$ cat src/rtl/closest_hit.sv
// Closest-hit reduction: consumes an in-order stream of ray/triangle results
// and reports the nearest hit distance and the index of the triangle that produced it.
module closest_hit #(
   parameter int unsigned           IDX_W  = 16,
   parameter int unsigned           T_W    = 32,
   parameter logic [T_W-1:0]        T_INIT = 32'h7FFF_FFFF
) (
   input  logic             i_clk,
   input  logic             i_rstn,
   input  logic             i_start,
   input  logic [IDX_W-1:0] i_num_tris,
   input  logic             i_valid,
   input  logic             i_result,
   input  logic [T_W-1:0]   i_t,
   output logic             o_busy,
   output logic             o_done,
   output logic             o_hit,
   output logic [T_W-1:0]   o_t,
   output logic [IDX_W-1:0] o_tri_idx,
   output logic             o_err
);

   typedef enum logic [1:0] {
      S_IDLE  = 2'd0,
      S_ACCUM = 2'd1,
      S_DONE  = 2'd2
   } state_t;

   state_t           state;
   logic [IDX_W-1:0] num;
   logic [IDX_W-1:0] cnt;

   logic closer;
   logic last;

   // Strict signed compare: equal distances keep the earlier triangle.
   assign closer = i_result && ($signed(i_t) < $signed(o_t));
   assign last   = (cnt == num - IDX_W'(1));

   always_ff @(posedge i_clk or negedge i_rstn) begin
      if (!i_rstn) begin
         state     <= S_IDLE;
         num       <= '0;
         cnt       <= '0;
         o_busy    <= 1'b0;
         o_done    <= 1'b0;
         o_hit     <= 1'b0;
         o_t       <= '0;
         o_tri_idx <= '0;
         o_err     <= 1'b0;
      end else begin
         o_done <= 1'b0;
         case (state)
            S_IDLE, S_DONE: begin
               if (i_start) begin
                  num       <= i_num_tris;
                  cnt       <= '0;
                  o_hit     <= 1'b0;
                  o_t       <= T_INIT;
                  o_tri_idx <= '0;
                  // A valid arriving with the start is dropped but still flagged.
                  o_err     <= i_valid;
                  if (i_num_tris == '0) begin
                     state  <= S_DONE;
                     o_done <= 1'b1;
                     o_busy <= 1'b0;
                  end else begin
                     state  <= S_ACCUM;
                     o_busy <= 1'b1;
                  end
               end else begin
                  state <= S_IDLE;
                  if (i_valid)
                     o_err <= 1'b1;
               end
            end
            S_ACCUM: begin
               if (i_start)
                  o_err <= 1'b1;
               if (i_valid) begin
                  if (closer) begin
                     o_hit     <= 1'b1;
                     o_t       <= i_t;
                     o_tri_idx <= cnt;
                  end
                  cnt <= cnt + IDX_W'(1);
                  if (last) begin
                     state  <= S_DONE;
                     o_done <= 1'b1;
                     o_busy <= 1'b0;
                  end
               end
            end
            default: begin
               state  <= S_IDLE;
               o_busy <= 1'b0;
            end
         endcase
      end
   end

endmodule

$ cat config.mk
export PLATFORM = sky130hd
export DESIGN_NAME = closest_hit
export DESIGN_NICKNAME = d
export VERILOG_FILES = /design/src/rtl/closest_hit.sv
export SDC_FILE = /design/constraint.sdc
export NUM_CORES = 1
export LEC_CHECK = 0
export ABC_AREA = 1
export ABC_CLOCK_PERIOD_IN_PS = 5500
export CORE_UTILIZATION = 57
export DETAILED_ROUTE_END_ITERATION = 10
export PLACE_DENSITY = 0.9
export SYNTH_ARGS = -nofsm -noshare
export SYNTH_HDL_FRONTEND = slang
export SYNTH_SLANG_ARGS = --single-unit
$ cat constraint.sdc
create_clock -name i_clk -period 5.5 [get_ports i_clk]
set_clock_uncertainty 0.15 [all_clocks]
set_input_delay 1.1 -clock i_clk [delete_from_list [all_inputs] [get_ports i_clk]]
set_output_delay 1.1 -clock i_clk [all_outputs]
set_load 0.01 [all_outputs]
# Yosys cells after proc, flatten, opt, wreduce, memory -nomap -nowiden

Cells that the tools add are included.
Widths: inputs -> output; s select.

Bits in registers: 86
Input bits: 53
Output and inout bits: 52
Logic and storage cells: 65

$add $sub $neg: 2
$lt $le $gt $ge: 1
Eq/ne operators: 9
Multiplexer cells: 33
Reductions and logical operators: 11

Operator list:

| operator              | number |
|---|---|
| $mux 32               | 3 |
| $mux 16               | 4 |
| $pmux 16 s2           | 2 |
| $pmux 32 s2           | 1 |
| $lt 32x32->1          | 1 |
| $add 16x1->16 const B | 1 |
| $eq 16x16->1          | 1 |
| $logic_not 16->1      | 1 |
| $sub 16x1->16 const B | 1 |
| $mux 1                | 14 |
| $ne 2x2->1 const B    | 5 |
| $reduce_and 3->1      | 3 |
| $mux 2                | 4 |
| $pmux 1 s2            | 4 |
| $pmux 2 s2            | 1 |
| $reduce_and 2->1      | 2 |
| $reduce_and 4->1      | 1 |
| $ne 3x3->1 const B    | 1 |
| $eq 2x1->1 const B    | 1 |
| $eq 2x2->1 const B    | 1 |
| $logic_not 2->1       | 1 |
| $reduce_bool 2->1     | 1 |
| $reduce_or 2->1       | 1 |
| $logic_and 1x1->1     | 1 |

# Longest topological paths before layout

Word-level depth: 5
Depth in mapped cells: 20
Gate-level depth less buffers: 18

# Worst setup path after synthesis

Ideal clock, no wire load.

Path kind: input port to flip-flop
Start: in i_t[31]
End: reg o_t[10]
Setup time: 0.117 ns
Data arrival time: 2.615 ns
Required time: 5.233 ns
Setup slack: 2.618 ns
Stages: 14
Path buffers: 2
Cells stage by stage: ha_1 nand2_1 nor2_1 nand3_1 nor3b_1 nand2_1 nand3_1 nand3_1 nand2_2 nand2_2 buf_6 buf_6 nand2_1 nand2_1

Word-level cells in the longest chain between the ends: 4

Ends and longest elaborated chain:

| element                           | line | text |
|---|---|---|
| start: declaration                | 14   | `input logic [T_W-1:0] i_t,` |
| $lt 32x32->1                      | 37   | `assign closer = i_result && ($signed(i_t) < $signed(o_t));` |
| $logic_and 1x1->1                 | 37   |  |
| $ne 2x2->1 (no source line)       | --   |  |
| $reduce_and 4->1 (no source line) | --   |  |
| end signal: assignment            | 83   | `o_t <= i_t;` |
| end: declaration                  | 18   | `output logic [T_W-1:0] o_t,` |

Every way passes these cells.
A chain may end at the register's enable or synchronous reset.

# Worst setup path in the final report

Start: in i_t[31]
End: reg o_tri_idx[7]

Word-level cells in the longest chain between the ends: 4

Ends and longest elaborated chain:

| element                           | line | text |
|---|---|---|
| $lt 32x32->1                      | 37   |  |
| $logic_and 1x1->1                 | 37   |  |
| $ne 2x2->1 (no source line)       | --   |  |
| $reduce_and 4->1 (no source line) | --   |  |
| end signal: assignment            | 84   | `o_tri_idx <= cnt;` |
| end: declaration                  | 19   | `output logic [IDX_W-1:0] o_tri_idx,` |

Every way passes these cells.

==> results.toml <==
[drt]
wirelength_microns = 13900
drtAntennaViolNets = 0
drt_pass1_iterations = 5
wl_met2_microns = 7110
vias = 5236
wl_per_cell_microns = 14.2
viasPerCell = 5.36
drtIter0Drc = 374
met3RoutedLength_microns = 780
wl_met1_microns = 5590
highest_layer = "met4"
drc = 0

[cells_and_area]
syn2layout_area_growth_pct = 24.7
drive_above_1_share_pct = 8.49
layout.cells.non_filler = 977
seq_area_sq_um = 2150
diodes = 0
multi_input_area_sq_um = 2810
fill_cells = 681
nets = 930
utilization_pct = 73.6

[clocking]
cts_tree = "done"
cts.path.max_buffers = 2
numCtsBuffers = 9
ctsHoldBuffers = 0
htreeDepth = 3
clk_pin_slew_ns = 0.08
cts-root-buf = "clkbuf_8"
cts_setup_buffers = 0
insertion_delay_ns = 0.36
cts_resized = 0
cts_sinks = 86

[floorplanning]
die_w_microns = 99.8
ios = 105
die_area_sq_um = 9960
chipHeight_microns = 99.8
core_area_sq_um = 9240
start_util_pct = 59.0
num_rows = 35

[logic_synthesis]
synth-seq-cells = 86
synth.distinct_cells = 35
syn_nets = 834
netlist_instances = 748
synth-main-ff-cell = "dfrtp_1"
synth_area_sq_um = 5450
synth_edf_count = 0
syn_area_per_cell_sq_um = 7.29
async_flop_share_pct = 100
yosysTopAreaCell = "dfrtp_1"
ys_warn_count = 0
yosysMostFrequentCell = "nand2_1"
synthTopCellsByCount = "nand2_1 (220), inv_1 (96), dfrtp_1 (86)"
synth.area.top_cells = "dfrtp_1 (39%), nand2_1 (15%), ha_1 (7.6%)"
synth_top_area_share_pct = 39.5
synth_seq_area_share_pct = 39.5

[sta]
setup_viol = 0
drv_slew = 0
relSlewSlack_pct = 27.5
rsz0062_at_grt = "no"
worst_pin_slew_ns = 1.09
hold_viol = 0
period_needed_ns = 3.81
fmax_mhz = 262
fin_hold_ws_ns = 0.330
min_period_over_period_pct = 69.3
fin_tns_setup_ns = 0

[worst_setup_path]
cp_num_buf_inv = 1
regToRegSetupSlack_ns = 2.44
crit_slowest_cell = "nand2_2"
worstSetupEndpointType = "flop"
max_stage_delay_ns = 0.68
required_ns = 5.65
startpoint_type = "primary input"
critPathKind = "primary input to flop"
crit_fanout = 49
cp_common_cell = "nand2_1"
cp_cell_sequence = "clkdlybuf4s50_1, ha_1, nand2_1, nor2_1, nand3_1, nor3b_1, nand2_1, nand2_1, nand2_1, nand3_1, nand2_2, nand2_2, nand2_1, nand2_1"
cp_top_family = "simple AND/OR/NAND/NOR gates"
arrival_ns = 3.96

[flow_run]
max_cap_violations = 0

[pwr]
peakVddDrop_v = 0.000340
p_total_mw = 3.37
power_density_nw_per_um2 = 496
p_leak_nw = 3.49

[min_path]
min_path_type = "flop to flop"

[grt]
grt_remaining_overflow = 0
first_global_vias = 5119
grt_max_degree = 87
grt_pass1_wl_microns = 22900
grt_antenna_before_repair = 0
grtUsageTotal_pct = 29.0

[placed_design]
port_buffers = 104
place_hpwl_microns = 9670
place_inst = 962
gp_congestion = 0.862

[status]
status = "completed"
-- power by group --
| part | leakage [nW] | total [mW] | internal (mW) | switching, mW |
|---|---|---|---|---|
| logic | 2.28 | 1.73 | 0.758 | 0.971 |
| clock network | 0.119 | 0.539 | 0.311 | 0.228 |
| registers | 1.09 | 1.11 | 0.877 | 0.229 |
-- layer usage --
metal | vias up | track usage (%)
li1 | 2537 | -
met1 | 2474 | 34.7
met2 | 187 | 51.4
met3 | 38 | 4.39
met4 | 0 | 13.8
met5 | - | 0
-- worst reg2reg max path: stages (launching register included) --
cell and delay (ns):
dfrtp_1 0.40, inv_1 0.06, ha_1 0.33, nand2_1 0.10, nor2_1 0.19, nand3_1 0.13, nor3b_1 0.27, nand2_1 0.11
nand2_1 0.07, nand2_1 0.05, nand3_1 0.09, nand2_2 0.07, nand2_2 0.68, nand2_1 0.19, nand2_1 0.12
-- state kept, by name, summed over array words and instances (netlist names) --
signal and flops:
o_hit 1, o_busy 1, o_t 32, o_tri_idx 16
o_err 1, o_done 1, num 16, cnt 16
state 2
-- layout by cell type, fill, tap and decap left out, drive strengths merged --
| master | n |
|---|---|
| o21a | 1 |
| nor2 | 65 |
| xor2 | 9 |
| o21ai | 32 |
| nand2 | 226 |
| o221ai | 1 |
| nor4 | 1 |
| xnor2 | 7 |
| o211ai | 1 |
| dfrtp | 86 |
| clkbuf | 11 |
| clkdlybuf4s50 | 103 |
| nand3 | 83 |
| nor3b | 2 |
| buf | 6 |
| a21oi | 24 |
| clkinv | 2 |
| ha | 33 |
| or2 | 36 |
| bufinv | 3 |
| nand4 | 4 |
| xnor3 | 1 |
| nor3 | 14 |
| inv | 97 |
-- area by class of cell --
| type | instances | area share [%] |
|---|---|---|
| clock buffers | 11 | 2.08 |
| clock inverters | 4 | 1.40 |
| inverters | 98 | 5.41 |
| multi-input cells | 540 | 41.3 |
| flip-flops and latches | 86 | 31.6 |
| well taps | 129 | 2.37 |
| repair buffers | 109 | 15.8 |
-- stage by stage --
stage	worst slack, ns	area, sq um
2_1_floorplan	2.62	5450
3_3_place_gp	1.71	6560
3_5_place_dp	1.51	6560
4_1_cts	1.74	6800
5_1_grt	1.50	6800
6_report	1.69	6800
-- cell families after synthesis --
kind of cell / after synthesis / share of synthesized area (%)
DFF: 86 / 39.5
and+or+nand+nor: 431 / 35.2
AOI/OAI and AO/OA: 59 / 5.71
xor gates and xnor gates: 17 / 2.98
buffers and inverters: 122 / 9.04
adders and majority gates: 33 / 7.57
-- path summary, 6_finish.rpt --
| kind | startpoint | to | cells after the start |
|---|---|---|---|
| worst max-delay path | i_t[31] | o_tri_idx[7] | 14 |
| worst min-delay path | o_tri_idx[3] | o_tri_idx[3] | 2 |
| worst max register to register | o_t[31] | o_tri_idx[7] | 14 |
| worst min register to register | o_tri_idx[3] | o_tri_idx[3] | 2 |
| max in group asynchronous | i_rstn | cnt[10] | 1 |
| min in group asynchronous | i_rstn | o_t[20] | 1 |
Note: power is estimated with default switching activity, not from simulation.
